$ cat src/rtl/plot_sequencer.sv
// plot_sequencer
//   Sole driver of the vga_adapter pixel-write port. After reset, or when
//   clear_req pulses, it sweeps the whole X_MAX x Y_MAX screen with BG_COLOUR,
//   one pixel per clock. On each movement tick it snapshots the four player
//   positions and plots them on four consecutive cycles, one per player.
//
// Ports
//   CLOCK_50     in   system clock, rising edge
//   reset        in   synchronous active-high reset, restarts the clear sweep
//   clear_req    in   one-cycle pulse: restart a full-screen clear
//   tick         in   one-cycle movement strobe: plot current positions
//   p1..p4       in   player positions, [14:7]=x, [6:0]=y
//   x, y         out  pixel coordinate to vga_adapter
//   colour       out  pixel colour to vga_adapter
//   plot         out  pixel write enable to vga_adapter
//   busy         out  high while clearing or drawing
//   clear_done   out  one-cycle pulse after the last clear pixel
module plot_sequencer #(
   parameter int unsigned X_MAX     = 160,
   parameter int unsigned Y_MAX     = 120,
   parameter logic [2:0]  BG_COLOUR = 3'b000,
   parameter logic [2:0]  P1_COLOUR = 3'b001,
   parameter logic [2:0]  P2_COLOUR = 3'b010,
   parameter logic [2:0]  P3_COLOUR = 3'b100,
   parameter logic [2:0]  P4_COLOUR = 3'b110
) (
   input  logic        CLOCK_50,
   input  logic        reset,
   input  logic        clear_req,
   input  logic        tick,
   input  logic [14:0] p1,
   input  logic [14:0] p2,
   input  logic [14:0] p3,
   input  logic [14:0] p4,
   output logic [7:0]  x,
   output logic [6:0]  y,
   output logic [2:0]  colour,
   output logic        plot,
   output logic        busy,
   output logic        clear_done
);

   typedef enum logic [2:0] {
      CLEAR,
      IDLE,
      DRAW_P1,
      DRAW_P2,
      DRAW_P3,
      DRAW_P4
   } state_t;

   state_t      state;
   logic [7:0]  cx;
   logic [6:0]  cy;
   logic        sweep_end;   // last clear pixel is on the outputs
   logic        pending;     // tick seen while busy, serviced in IDLE
   logic [14:0] snap2, snap3, snap4;

   function automatic logic on_screen(input logic [14:0] pos);
      return (pos[14:7] < 8'(X_MAX)) && (pos[6:0] < 7'(Y_MAX));
   endfunction

   // Outputs are registered, so each state's pixel is loaded on the edge that
   // enters it: p1 is plotted straight from the live inputs on the snapshot
   // edge, which is why only p2..p4 need snapshot registers.
   always_ff @(posedge CLOCK_50) begin
      if (reset) begin
         state      <= CLEAR;
         cx         <= '0;
         cy         <= '0;
         sweep_end  <= 1'b0;
         pending    <= 1'b0;
         snap2      <= '0;
         snap3      <= '0;
         snap4      <= '0;
         x          <= '0;
         y          <= '0;
         colour     <= BG_COLOUR;
         plot       <= 1'b0;
         busy       <= 1'b1;
         clear_done <= 1'b0;
      end else begin
         clear_done <= 1'b0;
         if (clear_req) begin
            // Pixel (0,0) goes out on this edge; the counters continue from (1,0).
            state     <= CLEAR;
            cx        <= 8'd1;
            cy        <= '0;
            sweep_end <= 1'b0;
            pending   <= 1'b0;
            x         <= '0;
            y         <= '0;
            colour    <= BG_COLOUR;
            plot      <= 1'b1;
            busy      <= 1'b1;
         end else begin
            case (state)
               CLEAR: begin
                  pending <= pending | tick;
                  if (sweep_end) begin
                     sweep_end  <= 1'b0;
                     plot       <= 1'b0;
                     busy       <= 1'b0;
                     clear_done <= 1'b1;
                     state      <= IDLE;
                  end else begin
                     x      <= cx;
                     y      <= cy;
                     colour <= BG_COLOUR;
                     plot   <= 1'b1;
                     busy   <= 1'b1;
                     if (cx == 8'(X_MAX - 1)) begin
                        cx <= '0;
                        if (cy == 7'(Y_MAX - 1)) begin
                           cy        <= '0;
                           sweep_end <= 1'b1;
                        end else begin
                           cy <= cy + 7'd1;
                        end
                     end else begin
                        cx <= cx + 8'd1;
                     end
                  end
               end
               IDLE: begin
                  plot <= 1'b0;
                  busy <= 1'b0;
                  if (tick || pending) begin
                     pending <= 1'b0;
                     snap2   <= p2;
                     snap3   <= p3;
                     snap4   <= p4;
                     x       <= p1[14:7];
                     y       <= p1[6:0];
                     colour  <= P1_COLOUR;
                     plot    <= on_screen(p1);
                     busy    <= 1'b1;
                     state   <= DRAW_P1;
                  end
               end
               DRAW_P1: begin
                  pending <= pending | tick;
                  x       <= snap2[14:7];
                  y       <= snap2[6:0];
                  colour  <= P2_COLOUR;
                  plot    <= on_screen(snap2);
                  state   <= DRAW_P2;
               end
               DRAW_P2: begin
                  pending <= pending | tick;
                  x       <= snap3[14:7];
                  y       <= snap3[6:0];
                  colour  <= P3_COLOUR;
                  plot    <= on_screen(snap3);
                  state   <= DRAW_P3;
               end
               DRAW_P3: begin
                  pending <= pending | tick;
                  x       <= snap4[14:7];
                  y       <= snap4[6:0];
                  colour  <= P4_COLOUR;
                  plot    <= on_screen(snap4);
                  state   <= DRAW_P4;
               end
               DRAW_P4: begin
                  pending <= pending | tick;
                  plot    <= 1'b0;
                  busy    <= 1'b0;
                  state   <= IDLE;
               end
               default: begin
                  state     <= CLEAR;
                  cx        <= '0;
                  cy        <= '0;
                  sweep_end <= 1'b0;
                  pending   <= 1'b0;
                  plot      <= 1'b0;
                  busy      <= 1'b1;
               end
            endcase
         end
      end
   end

endmodule

$ cat config.mk
export PLATFORM = sky130hd
export DESIGN_NAME = plot_sequencer
export DESIGN_NICKNAME = d
export VERILOG_FILES = /design/src/rtl/plot_sequencer.sv
export SDC_FILE = /design/constraint.sdc
export NUM_CORES = 1
export LEC_CHECK = 0
export CORE_MARGIN = 3
export CORE_UTILIZATION = 45
export CTS_CLUSTER_SIZE = 8
export DETAILED_ROUTE_END_ITERATION = 8
export PLACE_DENSITY = 0.74
export SLEW_MARGIN = 20
export SYNTH_ARGS = -nofsm -noshare
export SYNTH_HDL_FRONTEND = slang
export SYNTH_SLANG_ARGS = --single-unit
$ cat constraint.sdc
create_clock -name CLOCK_50 -period 1.6 [get_ports CLOCK_50]
set_input_delay 0.32 -clock CLOCK_50 [delete_from_list [all_inputs] [get_ports CLOCK_50]]
set_output_delay 0.32 -clock CLOCK_50 [all_outputs]
set_load 0.02 [all_outputs]
==> impl_metrics.ini, run 1 <==
[outcome]
outcome = complete, but fails checks
violations = negative setup slack

[grt]
antenna_found_initial = 0
grt_max_degree = 48
grt_pass1_vias = 4191
grt_overflow = 0
grt_use_total_pct = 27.3
grt_pass1_wl_um = 21800

[synth]
synth_area_sq_um = 4170
ys_top_cells_by_area = dfxtp_1, nand2_1, a21oi_1
synth_nets = 575
synthDominantCellAreaShare_pct = 41.3
yosys.area_share.simple_pct = 22.1
yosysTopAreaCell = dfxtp_1
synth_flop_cell = dfxtp_1
ys_async_sr_fraction_pct = 0
syn_avg_cell_area_sq_um = 8.19
synth_seq_cells = 86
yosys_warnings = 0
synth-xor-area-share_pct = 1.05
ys_seq_area_share_pct = 41.3
yosys-top-cells-count = nand2_1, dfxtp_1, a21oi_1
synth_top_family_by_area = compound AO/OA/AOI/OAI gates
synthMuxAreaShare_pct = 3.75
synth_compound_area_share_pct = 26.3
synth-adder-area-share_pct = 0.600
syn_inst = 509
synth_edf_count = 0
ys_types = 57
synth_most_common_cell = nand2_1

[sta]
finalHoldViolations = 0
drv_slew = 0
worst_slew_pin_slew_ns = 0.584
fmax_ghz = 0.573
setup_slack_ns = -0.144
rsz0062_at_grt = true
setup_viol = 70
skew_ns = 0.0117
slew_headroom_pct = 61.1
period_share_pct = 109
min_period_ns = 1.74

[routing]
vias = 4848
drt_iter0_drc = 407
drc_errors = 0
ant_nets = 0
wl_um = 16600
wire_per_inst_um = 20.9
firstDrtPassIters = 5
viasPerCell = 6.08

[place]
place_inst = 732
dp_slack_ns = -0.376
postPlaceCellArea_sq_um = 5550
numPortBuffers = 84
place_hpwl_um = 10300
gp_congestion = 0.918

[floorplan]
die_x_um = 102
dieArea_sq_um = 10500
die_h_um = 102
ios = 85
core_sq_um = 8850
initial_core_util_pct = 47.1
rows = 34

[critical_path]
critPathLaunchType = flip-flop
path_common_cell = buf_6
required_ns = 1.83
endpoint_kind = flip-flop
crit_arrival_ns = 1.98
slowest_stage = or4_4
crit_path_cell_trace = buf_6 -> buf_6 -> o21ai_4 -> or4_4 -> clkbuf_16 -> nand2_1 -> a21oi_1
worstPathMaxFanout = 13
crit_type = flip-flop to flip-flop
max_stage_delay_ns = 0.57
reg2regPathDepth = 7

[clock_tree]
clk_latency_ns = 0.37
clockBufferDepth = 2
clock_sinks = 86
cts_tree = done
h-tree-depth = 3
cts_made_buffers = 9
clkTransAtPathRegs_ns = 0.09
root_buffer = clkbuf_8

[worst_hold_path]
min_path_type = flip-flop to flip-flop
holdPathStages = 2

[power]
leakage_nw = 2.53
powerDensity_nw_per_um2 = 602
ir_drop_v = 0.000453

[final_layout]
antenna_cells = 0
nNetsFinal = 750
fin_area_sq_um = 6850
areaGrowthSynthToFinish_pct = 64.3
fin_cells = 797
drive_gt1_share_pct = 36.7

[run]
drv_cap = 0
[timing repair]
item / CTS / global route
setup buffers: 13 / 23
pin swaps: 16 / 51
gates resized for setup: 63 / 127
gates cloned: 2 / 12
hold buffers: 0 / 0
endpoints found under the setup margin: 98 / 75
[state kept, by name, indices dropped and copies added (netlist names)]
name	flops
snap2	15
snap3	15
snap4	15
cx	8
x	8
cy	7
y	7
colour	3
state	3
busy	1
clear_done	1
pending	1
plot	1
sweep_end	1
[layout by cell type (no fill, tap or decap), types with 3 or more instances in the layout]
cell type,netlist,routed
buf_6,1,24
mux2i_1,10,9
dlygate4sd2_1,0,21
a21oi_1,63,39
buf_12,0,8
o221a_2,6,6
clkbuf_8,0,10
dfxtp_4,0,4
a21oi_2,2,26
and2_1,5,4
nand2_4,0,9
a21o_1,4,4
o31ai_1,6,4
a311oi_1,8,5
nor3_1,17,14
clkinvlp_4,0,3
dfxtp_1,86,80
nand2_1,113,85
o211ai_1,7,7
nor2_1,16,14
a22o_1,8,8
clkbuf_16,0,7
or4_4,1,5
buf_4,1,79
mux2_4,0,3
a22oi_2,0,4
o21ai_0,20,11
xor2_1,3,3
nand2_2,0,19
a221o_1,7,7
inv_1,4,3
a311oi_2,0,3
nand4_1,8,8
o21ai_1,0,6
clkdlybuf4s50_1,0,63
o22ai_1,6,5
nand3_1,8,8
[worst max-delay path, delay by kind of cell (launching register included)]
family / cells / cell delay, ns
AOI/OAI and AO/OA: 2 / 0.13
buffers and inverters: 3 / 0.44
and+or+nand+nor: 2 / 0.64
DFF: 1 / 0.39
[worst paths after layout]
kind	from	end	slack [ns]
worst max-delay path	state[0]$_SDFFE_PP0P_	snap4[6]$_SDFFE_PP0P_	-0.14
worst min register to register	snap4[1]$_SDFFE_PP0P_	snap4[1]$_SDFFE_PP0P_	0.47
worst max register to register	state[0]$_SDFFE_PP0P_	snap4[6]$_SDFFE_PP0P_	-0.14
worst min-delay path	snap4[1]$_SDFFE_PP0P_	snap4[1]$_SDFFE_PP0P_	0.47
[stage by stage]
stage / hold slack (ns) / util, % / total power [mW] / TNS (ns)
2_1_floorplan: 0.433 / - / 2.27 / -0.0654
3_3_place_gp: 0.441 / 62.8 / 2.48 / -22.15
3_5_place_dp: 0.451 / 62.8 / 2.48 / -24.57
4_1_cts: 0.464 / 68.3 / 4.10 / -0.393
5_1_grt: 0.483 / 77.4 / 4.22 / -8.95
6_report: 0.468 / 77.4 / 4.12 / -6.47
[cell families after synthesis]
kind of cell             count (synthesis)
flip-flops                              86
multiplexers                            15
AO/OA/AOI/OAI                          161
buffers and inverters                   46
adder cells (fa/ha/maj)                  2
AND/OR/NAND/NOR                        194
XOR/XNOR                                 5
[routing by layer]
metal,wire length [um],track usage [%],vias to the layer above,part of all wire [%]
li1,-,-,2217,-
met1,6900,37.3,2316,41
met2,7830,43.0,263,47
met3,1250,4.57,52,7.5
met4,650,10.6,0,3.9
met5,0,0,-,0
[layout make-up]
class	instances	area [sq um]
fill	592	2000
timing repair buffer	204	2040
sequential	86	1740
tap	108	135
inverter	4	15.0
clock buffer	12	166
multi-input combinational	379	2700
clock inverter	4	52.6
[power breakdown]
part / total, mW / internal [mW] / switching, mW
combinational: 0.298 / 0.183 / 0.115
clock: 1.68 / 0.860 / 0.820
sequential: 2.15 / 2.14 / 0.00464
Note: power is estimated with default switching activity, not from simulation.
==> run 2, diff against run 1 <==
- CORE_MARGIN: 3 -> unset
- MAX_ROUTING_LAYER: unset -> met4
==> run 2 against run 1 <==
Effect of this change:
- the flow finishes with violations (design-rule violations, negative setup slack)
- hold slack worse by 0.0017 ns
- via count hardly changed
- final cell count down 1.3%
- sequential cell count unchanged
- design area unchanged
- maximum frequency up 0.81%
- sequential power is essentially flat
- highest routed layer unchanged
- clock-buffer cell count shrank 1
- setup slack gained 0.014 ns
==> impl_metrics.ini, run 2 (synthesis gave the netlist of run 1 again) <==
[outcome]
outcome = complete, but fails checks
violations = design-rule violations, negative setup slack

[routing]
drc_errors = 4
wl_um = 16600
vias = 4850
viasPerCell = 6.16
firstDrtPassIters = 8
ant_nets = 0
wire_per_inst_um = 21.1
drt_iter0_drc = 413

[final_layout]
top_regs = snap2 (15), snap3 (15), snap4 (15)
seq_area_sq_um = 1740
multiInputGateArea_sq_um = 2790
drive_gt1_share_pct = 36.8
fillCellCount = 609
final_cell_mix = dfxtp_1, nand2_1, buf_4
final_common_cell = dfxtp_1
final_core_util_pct = 77.4
nNetsFinal = 740
areaGrowthSynthToFinish_pct = 64.3
antenna_cells = 0

[power]
leakage_nw = 2.51
internal_power_mw = 3.25
p_seq_share_pct = 51.1
ir_drop_v = 0.000465
pwr-share-clk_pct = 41.6
powerDensity_nw_per_um2 = 613
p_comb_share_pct = 7.3
switching_power_mw = 0.947
p_sw_share_pct = 22.6

[critical_path]
worstPathMaxFanout = 11
slowest_stage = or4_4
crit_type = primary input to flip-flop
critPathLaunchType = primary input
worst-path-stages = 5
crit_path_cell_trace = clkdlybuf4s50_1 -> or4_4 -> buf_6 -> nand2_1 -> a21oi_1
critPathTopFamily = buffers and inverters
crit_buf_inv = 2
max_stage_delay_ns = 0.67
crit_arrival_ns = 1.96
required_ns = 1.83
reg2regPathDepth = 6
endpoint_kind = flip-flop

[clock_tree]
clock_sinks = 86
clockBufferDepth = 2
root_buffer = clkbuf_8
clk_latency_ns = 0.37
cts_made_buffers = 9
postCtsHoldBufs = 0
clkTransAtPathRegs_ns = 0.09
h-tree-depth = 3
cts_tree = done

[sta]
setup_viol = 65
skew_ns = 0.00866
drv_slew = 0
fin_hold_ws_ns = 0.466
min_period_ns = 1.73
finalHoldViolations = 0
rsz0062_at_grt = true
worst_slew_pin_slew_ns = 0.583
fmax_ghz = 0.578
setup_slack_ns = -0.130
slew_headroom_pct = 61.1
period_share_pct = 108

[worst_hold_path]
min_path_type = flip-flop to flip-flop
holdPathStages = 2

[place]
numPortBuffers = 84
place_hpwl_um = 9820
gp_congestion = 0.919

[floorplan]
ios = 85
initial_core_util_pct = 47.1
core_sq_um = 8850
dieArea_sq_um = 9650
die_h_um = 98.3
die_x_um = 98.3
rows = 34

[grt]
antenna_found_initial = 0
grt_pass1_vias = 4287
grt_max_degree = 48
grt_overflow = 0
grt_use_total_pct = 29.6
grt_pass1_wl_um = 21600

[run]
drv_cap = 0
-- run 2: cell count changes in the layout (fill, tap and decap cells not counted), moves of 5 or more --
cell / previous run / this run
o21ai_0: 11 / 17
buf_4: 79 / 64
o21ai_1: 6 / 1
nand2_1: 85 / 75
nand2_4: 9 / 21
-- run 2: final cells by class --
cell class / instances / area share [%]
tap: 108 / 1.97
clock inverter: 5 / 1.19
multi-input combinational: 379 / 40.7
sequential: 86 / 25.4
inverter: 4 / 0.219
clock buffer: 11 / 2.06
timing repair buffer: 194 / 28.4
-- run 2: tightest hold or removal path, delay by kind of cell, from the launching register on --
| family | cells | cell delay (ns) |
|---|---|---|
| AO/OA/AOI/OAI | 1 | 0.05 |
| flip-flops | 1 | 0.32 |
| AND/OR/NAND/NOR | 1 | 0.05 |
-- run 2: final timing paths --
path	endpoint	start	slack, ns
worst max-delay path	snap2[7]$_SDFFE_PP0P_	clear_req	-0.13
worst max register to register	plot$_SDFF_PP0_	state[2]$_SDFFE_PP0P_	-0.13
worst min-delay path	snap3[1]$_SDFFE_PP0P_	snap3[1]$_SDFFE_PP0P_	0.47
worst min register to register	snap3[1]$_SDFFE_PP0P_	snap3[1]$_SDFFE_PP0P_	0.47
-- run 2: repair_timing --
action	4_1_cts	5_1_grt
hold endpoints to repair	0	0
setup buffers	17	13
setup endpoints to repair	99	77
gates resized for setup	56	146
pin swaps	18	60
gates cloned	3	12
-- run 2: power groups by stage --
stage          logic, mW  clock network [mW]  registers (mW)
6_report           0.307                1.74            2.15
5_1_grt            0.321                1.84            2.15
4_1_cts            0.284                1.73            2.14
3_5_place_dp       0.282                   0            2.20
3_3_place_gp       0.280                   0            2.20
2_1_floorplan     0.0592                   0            2.21
-- run 2: metrics by stage --
stage / TNS [ns] / instances / setup WS, ns / total power [mW] / area [sq um]
after floorplan: -0.0654 / 509 / -0.0235 / 2.27 / 4230
after global placement: -24.36 / 727 / -0.365 / 2.48 / 5520
after detailed placement: -24.77 / 727 / -0.368 / 2.48 / 5520
after CTS: -0.446 / 762 / -0.0710 / 4.16 / 5990
after global routing: -6.60 / 787 / -0.164 / 4.31 / 6850
final: -4.03 / 787 / -0.130 / 4.20 / 6850
-- run 2: per-layer routing --
layer / vias up / GRT usage [%] / wire length (um)
li1: 2193 / - / -
met1: 2337 / 37.7 / 6660
met4: 0 / 13.9 / 809
met2: 262 / 45.5 / 7920
met3: 58 / 5.44 / 1230
met5: - / - / 0
==> run 3, diff against run 2 <==
- RECOVER_POWER: unset -> 25
==> run 3 against run 2 <==
Effect of this change:
- the flow still finishes with violations (design-rule violations, negative setup slack)
- design area is 0.26% lower
- global-route usage stayed put
- non-clock buffer count stayed put
- die area stayed put
- setup slack worse by 0.0015 ns
- combinational power hardly changed
- clock power hardly changed
- via count is 0.14% higher
- power hardly changed
==> impl_metrics.ini, run 3 (synthesis gave the netlist of run 1 again) <==
[outcome]
outcome = complete, but fails checks
violations = design-rule violations, negative setup slack

[grt]
grt_pass1_wl_um = 21600
top_usage_layer = met2
use_met3_pct = 5.44
grt_overflow = 0
grt_pass1_vias = 4287
grt_max_degree = 48
antenna_found_initial = 0
gr-usage-met2_pct = 45.5
gr-usage-met1_pct = 37.7
grt_use_total_pct = 29.6

[run]
drv_cap = 0

[final_layout]
antenna_cells = 0
areaGrowthSynthToFinish_pct = 63.9
final_common_cell = dfxtp_1
nNetsFinal = 740
final_cell_mix = dfxtp_1, nand2_1, buf_4
fillCellCount = 614
top_regs = snap2 (15), snap3 (15), snap4 (15)
drive_gt1_share_pct = 36.8

[clock_tree]
cts_made_buffers = 9
clockBufferDepth = 2
clkTransAtPathRegs_ns = 0.09
postCtsHoldBufs = 0
clock_sinks = 86
root_buffer = clkbuf_8
h-tree-depth = 3
cts_tree = done
clk_latency_ns = 0.36

[sta]
slew_headroom_pct = 60.9
drv_slew = 0
rsz0062_at_grt = true
worst_slew_pin_slew_ns = 0.586
setup_viol = 67
fmax_ghz = 0.577
setup_slack_ns = -0.132
fin_hold_ws_ns = 0.466
min_period_ns = 1.73
period_share_pct = 108
skew_ns = 0.00919
finalHoldViolations = 0

[place]
place_hpwl_um = 9820
gp_congestion = 0.919
numPortBuffers = 84

[worst_hold_path]
min_path_type = flip-flop to flip-flop

[power]
p_sw_share_pct = 22.5
pwr-share-clk_pct = 41.6
p_total_mw = 4.20
p_comb_share_pct = 7.3
switching_power_mw = 0.946
leakage_nw = 2.48
p_seq_share_pct = 51.1
ir_drop_v = 0.000465
internal_power_mw = 3.25
powerDensity_nw_per_um2 = 614

[critical_path]
endpoint_kind = flip-flop
worstPathMaxFanout = 11
crit_arrival_ns = 1.96
critPathLaunchType = primary input
required_ns = 1.83
crit_type = primary input to flip-flop

[floorplan]
core_sq_um = 8850
initial_core_util_pct = 47.1
die_h_um = 98.3
rows = 34
ios = 85
die_x_um = 98.3
dieArea_sq_um = 9650

[routing]
vias = 4857
ant_nets = 0
wire_per_inst_um = 21.1
drt_iter0_drc = 421
firstDrtPassIters = 8
viasPerCell = 6.17
drc_errors = 4
wl_um = 16600
## run 3: cell count changes in the layout (fill, tap and decap cells not counted)
cell / before / now
clkbuf_1: 1 / 3
dlymetal6s2s_1: 2 / 0
## run 3: timing repair
| item | 4_1_cts | 5_1_grt |
|---|---|---|
| pin swaps | 18 | 60 |
| endpoints found under the hold margin | 0 | 0 |
| resized for setup | 56 | 146 |
| cloned | 3 | 12 |
| endpoints found under the setup margin | 99 | 77 |
| buffers inserted | 17 | 13 |
## run 3: area by class of cell
cell class,instances,area [sq um],share of cell area [%]
clock inverter,5,81.3,1.19
inverter,4,15.0,0.220
multi-input combinational,379,2790,40.8
tap,108,135,1.98
timing repair buffer,194,1930,28.2
clock buffer,11,141,2.07
sequential,86,1740,25.4
## run 3: path summary, 6_finish.rpt
| kind | from | to | slack [ns] | cells past startpoint |
|---|---|---|---|---|
| max | clear_req | snap2[7]$_SDFFE_PP0P_ | -0.13 | 5 |
| min reg2reg | snap3[1]$_SDFFE_PP0P_ | snap3[1]$_SDFFE_PP0P_ | 0.47 | 2 |
| min | snap3[1]$_SDFFE_PP0P_ | snap3[1]$_SDFFE_PP0P_ | 0.47 | 2 |
| max reg2reg | state[2]$_SDFFE_PP0P_ | plot$_SDFF_PP0_ | -0.12 | 6 |
## run 3: power by group through the flow
| stage | clock (mW) | sequential, mW | combinational [mW] |
|---|---|---|---|
| after floorplan | 0 | 2.21 | 0.0592 |
| after global placement | 0 | 2.20 | 0.280 |
| after detailed placement | 0 | 2.20 | 0.282 |
| after CTS | 1.73 | 2.14 | 0.284 |
| after global routing | 1.84 | 2.15 | 0.320 |
| final | 1.74 | 2.15 | 0.306 |
## run 3: metal layers
| layer | wire length [um] | vias to the layer above |
|---|---|---|
| met5 | 0 | - |
| met4 | 809 | 0 |
| met3 | 1220 | 64 |
| met2 | 7920 | 270 |
| met1 | 6690 | 2332 |
| li1 | - | 2191 |
## run 3: metrics by stage
stage	cells	setup TNS (ns)	setup slack, ns	util [%]	area (sq um)
after global placement	727	-24.36	-0.365	62.3	5520
after floorplan	509	-0.0654	-0.0235	-	4230
after detailed placement	727	-24.77	-0.368	62.3	5520
after CTS	762	-0.446	-0.0710	67.7	5990
after global routing	787	-6.60	-0.164	77.2	6830
final	787	-4.08	-0.132	77.2	6830
## run 3: worst max-delay path, cell delays in order
cell             delay [ns]
clkdlybuf4s50_1        0.57
or4_4                  0.67
buf_6                  0.21
nand2_1                0.10
a21oi_1                0.08
==> patch (settings of run 3) <==
Add an input register stage for `clear_req`, `tick`, `p1`, `p2`, `p3` and `p4`, with the module's reset; this delays them by one clock. Comments in the files are not updated.
--- a/src/rtl/plot_sequencer.sv
+++ b/src/rtl/plot_sequencer.sv
@@ -49,6 +49,31 @@
       DRAW_P4
    } state_t;
 
+   logic clear_req_q;
+   logic tick_q;
+   logic [14:0] p1_q;
+   logic [14:0] p2_q;
+   logic [14:0] p3_q;
+   logic [14:0] p4_q;
+
+   always_ff @(posedge CLOCK_50) begin
+      if (reset) begin
+         clear_req_q <= '0;
+         tick_q      <= '0;
+         p1_q        <= '0;
+         p2_q        <= '0;
+         p3_q        <= '0;
+         p4_q        <= '0;
+      end else begin
+         clear_req_q <= clear_req;
+         tick_q      <= tick;
+         p1_q        <= p1;
+         p2_q        <= p2;
+         p3_q        <= p3;
+         p4_q        <= p4;
+      end
+   end
+
    state_t      state;
    logic [7:0]  cx;
    logic [6:0]  cy;
@@ -81,7 +106,7 @@
          clear_done <= 1'b0;
       end else begin
          clear_done <= 1'b0;
-         if (clear_req) begin
+         if (clear_req_q) begin
             // Pixel (0,0) goes out on this edge; the counters continue from (1,0).
             state     <= CLEAR;
             cx        <= 8'd1;
@@ -96,7 +121,7 @@
          end else begin
             case (state)
                CLEAR: begin
-                  pending <= pending | tick;
+                  pending <= pending | tick_q;
                   if (sweep_end) begin
                      sweep_end  <= 1'b0;
                      plot       <= 1'b0;
@@ -125,21 +150,21 @@
                IDLE: begin
                   plot <= 1'b0;
                   busy <= 1'b0;
-                  if (tick || pending) begin
+                  if (tick_q || pending) begin
                      pending <= 1'b0;
-                     snap2   <= p2;
-                     snap3   <= p3;
-                     snap4   <= p4;
-                     x       <= p1[14:7];
-                     y       <= p1[6:0];
+                     snap2   <= p2_q;
+                     snap3   <= p3_q;
+                     snap4   <= p4_q;
+                     x       <= p1_q[14:7];
+                     y       <= p1_q[6:0];
                      colour  <= P1_COLOUR;
-                     plot    <= on_screen(p1);
+                     plot    <= on_screen(p1_q);
                      busy    <= 1'b1;
                      state   <= DRAW_P1;
                   end
                end
                DRAW_P1: begin
-                  pending <= pending | tick;
+                  pending <= pending | tick_q;
                   x       <= snap2[14:7];
                   y       <= snap2[6:0];
                   colour  <= P2_COLOUR;
@@ -147,7 +172,7 @@
                   state   <= DRAW_P2;
                end
                DRAW_P2: begin
-                  pending <= pending | tick;
+                  pending <= pending | tick_q;
                   x       <= snap3[14:7];
                   y       <= snap3[6:0];
                   colour  <= P3_COLOUR;
@@ -155,7 +180,7 @@
                   state   <= DRAW_P3;
                end
                DRAW_P3: begin
-                  pending <= pending | tick;
+                  pending <= pending | tick_q;
                   x       <= snap4[14:7];
                   y       <= snap4[6:0];
                   colour  <= P4_COLOUR;
@@ -163,7 +188,7 @@
                   state   <= DRAW_P4;
                end
                DRAW_P4: begin
-                  pending <= pending | tick;
+                  pending <= pending | tick_q;
                   plot    <= 1'b0;
                   busy    <= 1'b0;
                   state   <= IDLE;
Function: changed (a bounded check fails within 4 cycles, from zero or initial values and one cycle with reset high).
==> patch against run 3 <==
The run ends with setup timing left; sequential share of layout area is 7.8 points higher; critical path depth is 2 higher; setup slack worse by 0.073 ns; area after synthesis is 39% higher; register-to-register slack worse by 0.08 ns; design area is 31% higher; sequential cell count is 62 higher; routed wire length is 12% higher; total power is 110% higher.
==> patch: results (changes against run 3) <==
wire length on met3 = 1.18 mm (-2.7%)
gr usage total = 0.282 (-0.0142)
met3 Use GR = 0.0554 (+0.00104)
met1 GRT Util = 0.316 (-0.0609)
Synth area leaders = dfxtp_1 51%, nor2b_1 6.9%, nand2_1 6.5%
Leak = 3.31 nW (+33%)
status = complete, but fails checks
syn nets = 670 (+17%)
met2 Use GR = 0.477 (+0.0216)
clk root buf = clkbuf_16
final WL = 18.6 mm (+12%)
final-layout fill cell count = 885 (+44%)
dpl cells = 880 (+21%)
sw frac = 0.198 (-0.0274)
met2 routed WL = 9.30 mm (+17%)
Hold Path Sink = snap3[12]
failing checks = setup timing
post-synthesis mux area share = 0.0676 (+0.0301)
nets@finish = 835 (+13%)
Reg-to-Reg Start = state[1]
CTS clk-pin slew, worst paths = 0.06 ns (-0.03 ns)
setup ws final = -0.204 ns (-0.0725 ns)
first-pass GRT wire length = 27.1 mm (+25%)
Synth cell types = 54 (-5.3%)
largest net degree at the start of global routing = 63 (+31%)
hold_sp = p3_q[12]
cts bufs inserted = 17 (+8)
post-synthesis compound-gate area fraction = 0.158 (-0.105)
vias in the first global route = 5379 (+25%)
DP Area = 7220 um^2 (+31%)
post-synthesis adder-cell area fraction = 0.00432 (-0.00168)
Final Wtd Congestion = 0.905 (-1.5%)
Detail Placement HPWL = 11.1 mm (+13%)
r2r worst-path depth = 7 (+1)
mean number of vias per cell = 5.66 (-8.3%)
VDD IR max = 0.000834 V (+79%)
clk_lat worst skew = 0.43 ns (+0.07 ns)
post-synthesis sequential area ratio = 0.512 (+0.0988)
Post-Synthesis Cells = 604 (+19%)
fin cells = 954 (+21%)
Final setup viols = 64 (-4.5%)
share of cells above drive strength 1 = 0.325 (-0.0434)
M1 WL = 7.26 mm (+8.6%)
==> patch: cell types whose count changed after synthesis, moves of 7 or more <==
cell / before / now
a2111oi_0: 1 / 11
a211oi_1: 1 / 8
a221o_1: 7 / 0
a311oi_1: 8 / 0
a31o_2: 0 / 9
buf_2: 17 / 10
dfxtp_1: 86 / 148
mux4_2: 0 / 10
nand2_1: 113 / 100
nor2_1: 16 / 28
nor2b_1: 5 / 64
nor3_1: 17 / 6
==> patch: cell type report <==
class	instances	area, um^2	share of cell area
multi-input combinational	414	3230	0.360
sequential	148	2980	0.332
timing repair buffer	186	1840	0.205
clock buffer	22	495	0.0552
tap	172	215	0.0240
clock inverter	10	214	0.0238
inverter	2	7.51	0.000836
==> patch: worst max-delay path, stage by stage, from the launching register on <==
cell and delay, ns:
dfxtp_4 0.39, buf_4 0.15, buf_4 0.13, nor2_4 0.11, buf_12 0.20, mux2i_4 0.35, a2111oi_4 0.13, a31o_2 0.23
==> patch: how the worst max path moves through the flow <==
stage | endpoint | start | cells after the start
floorplan | cy[6] | cx[1] | 7
global placement | cy[3] | state[0] | 6
detailed placement | cy[3] | state[0] | 6
CTS | snap4[9] | state[2] | 6
global route | y[0] | state[1] | 7
finish | y[0] | state[1] | 7
==> patch: power by group through the flow <==
| stage | logic [mW] | registers [mW] | clock network [mW] |
|---|---|---|---|
| finish | 0.401 | 3.82 | 4.71 |
| global route | 0.432 | 3.83 | 4.89 |
| CTS | 0.383 | 3.82 | 4.73 |
| detailed placement | 0.372 | 3.90 | 0 |
| global placement | 0.363 | 3.90 | 0 |
| floorplan | 0.148 | 3.89 | 0 |
==> patch: repair_timing <==
item	in CTS	in global routing
endpoints found under the hold margin	0	0
pin swaps	23	18
setup buffers	25	7
gates cloned	9	2
resized for setup	88	73
endpoints found under the setup margin	98	81
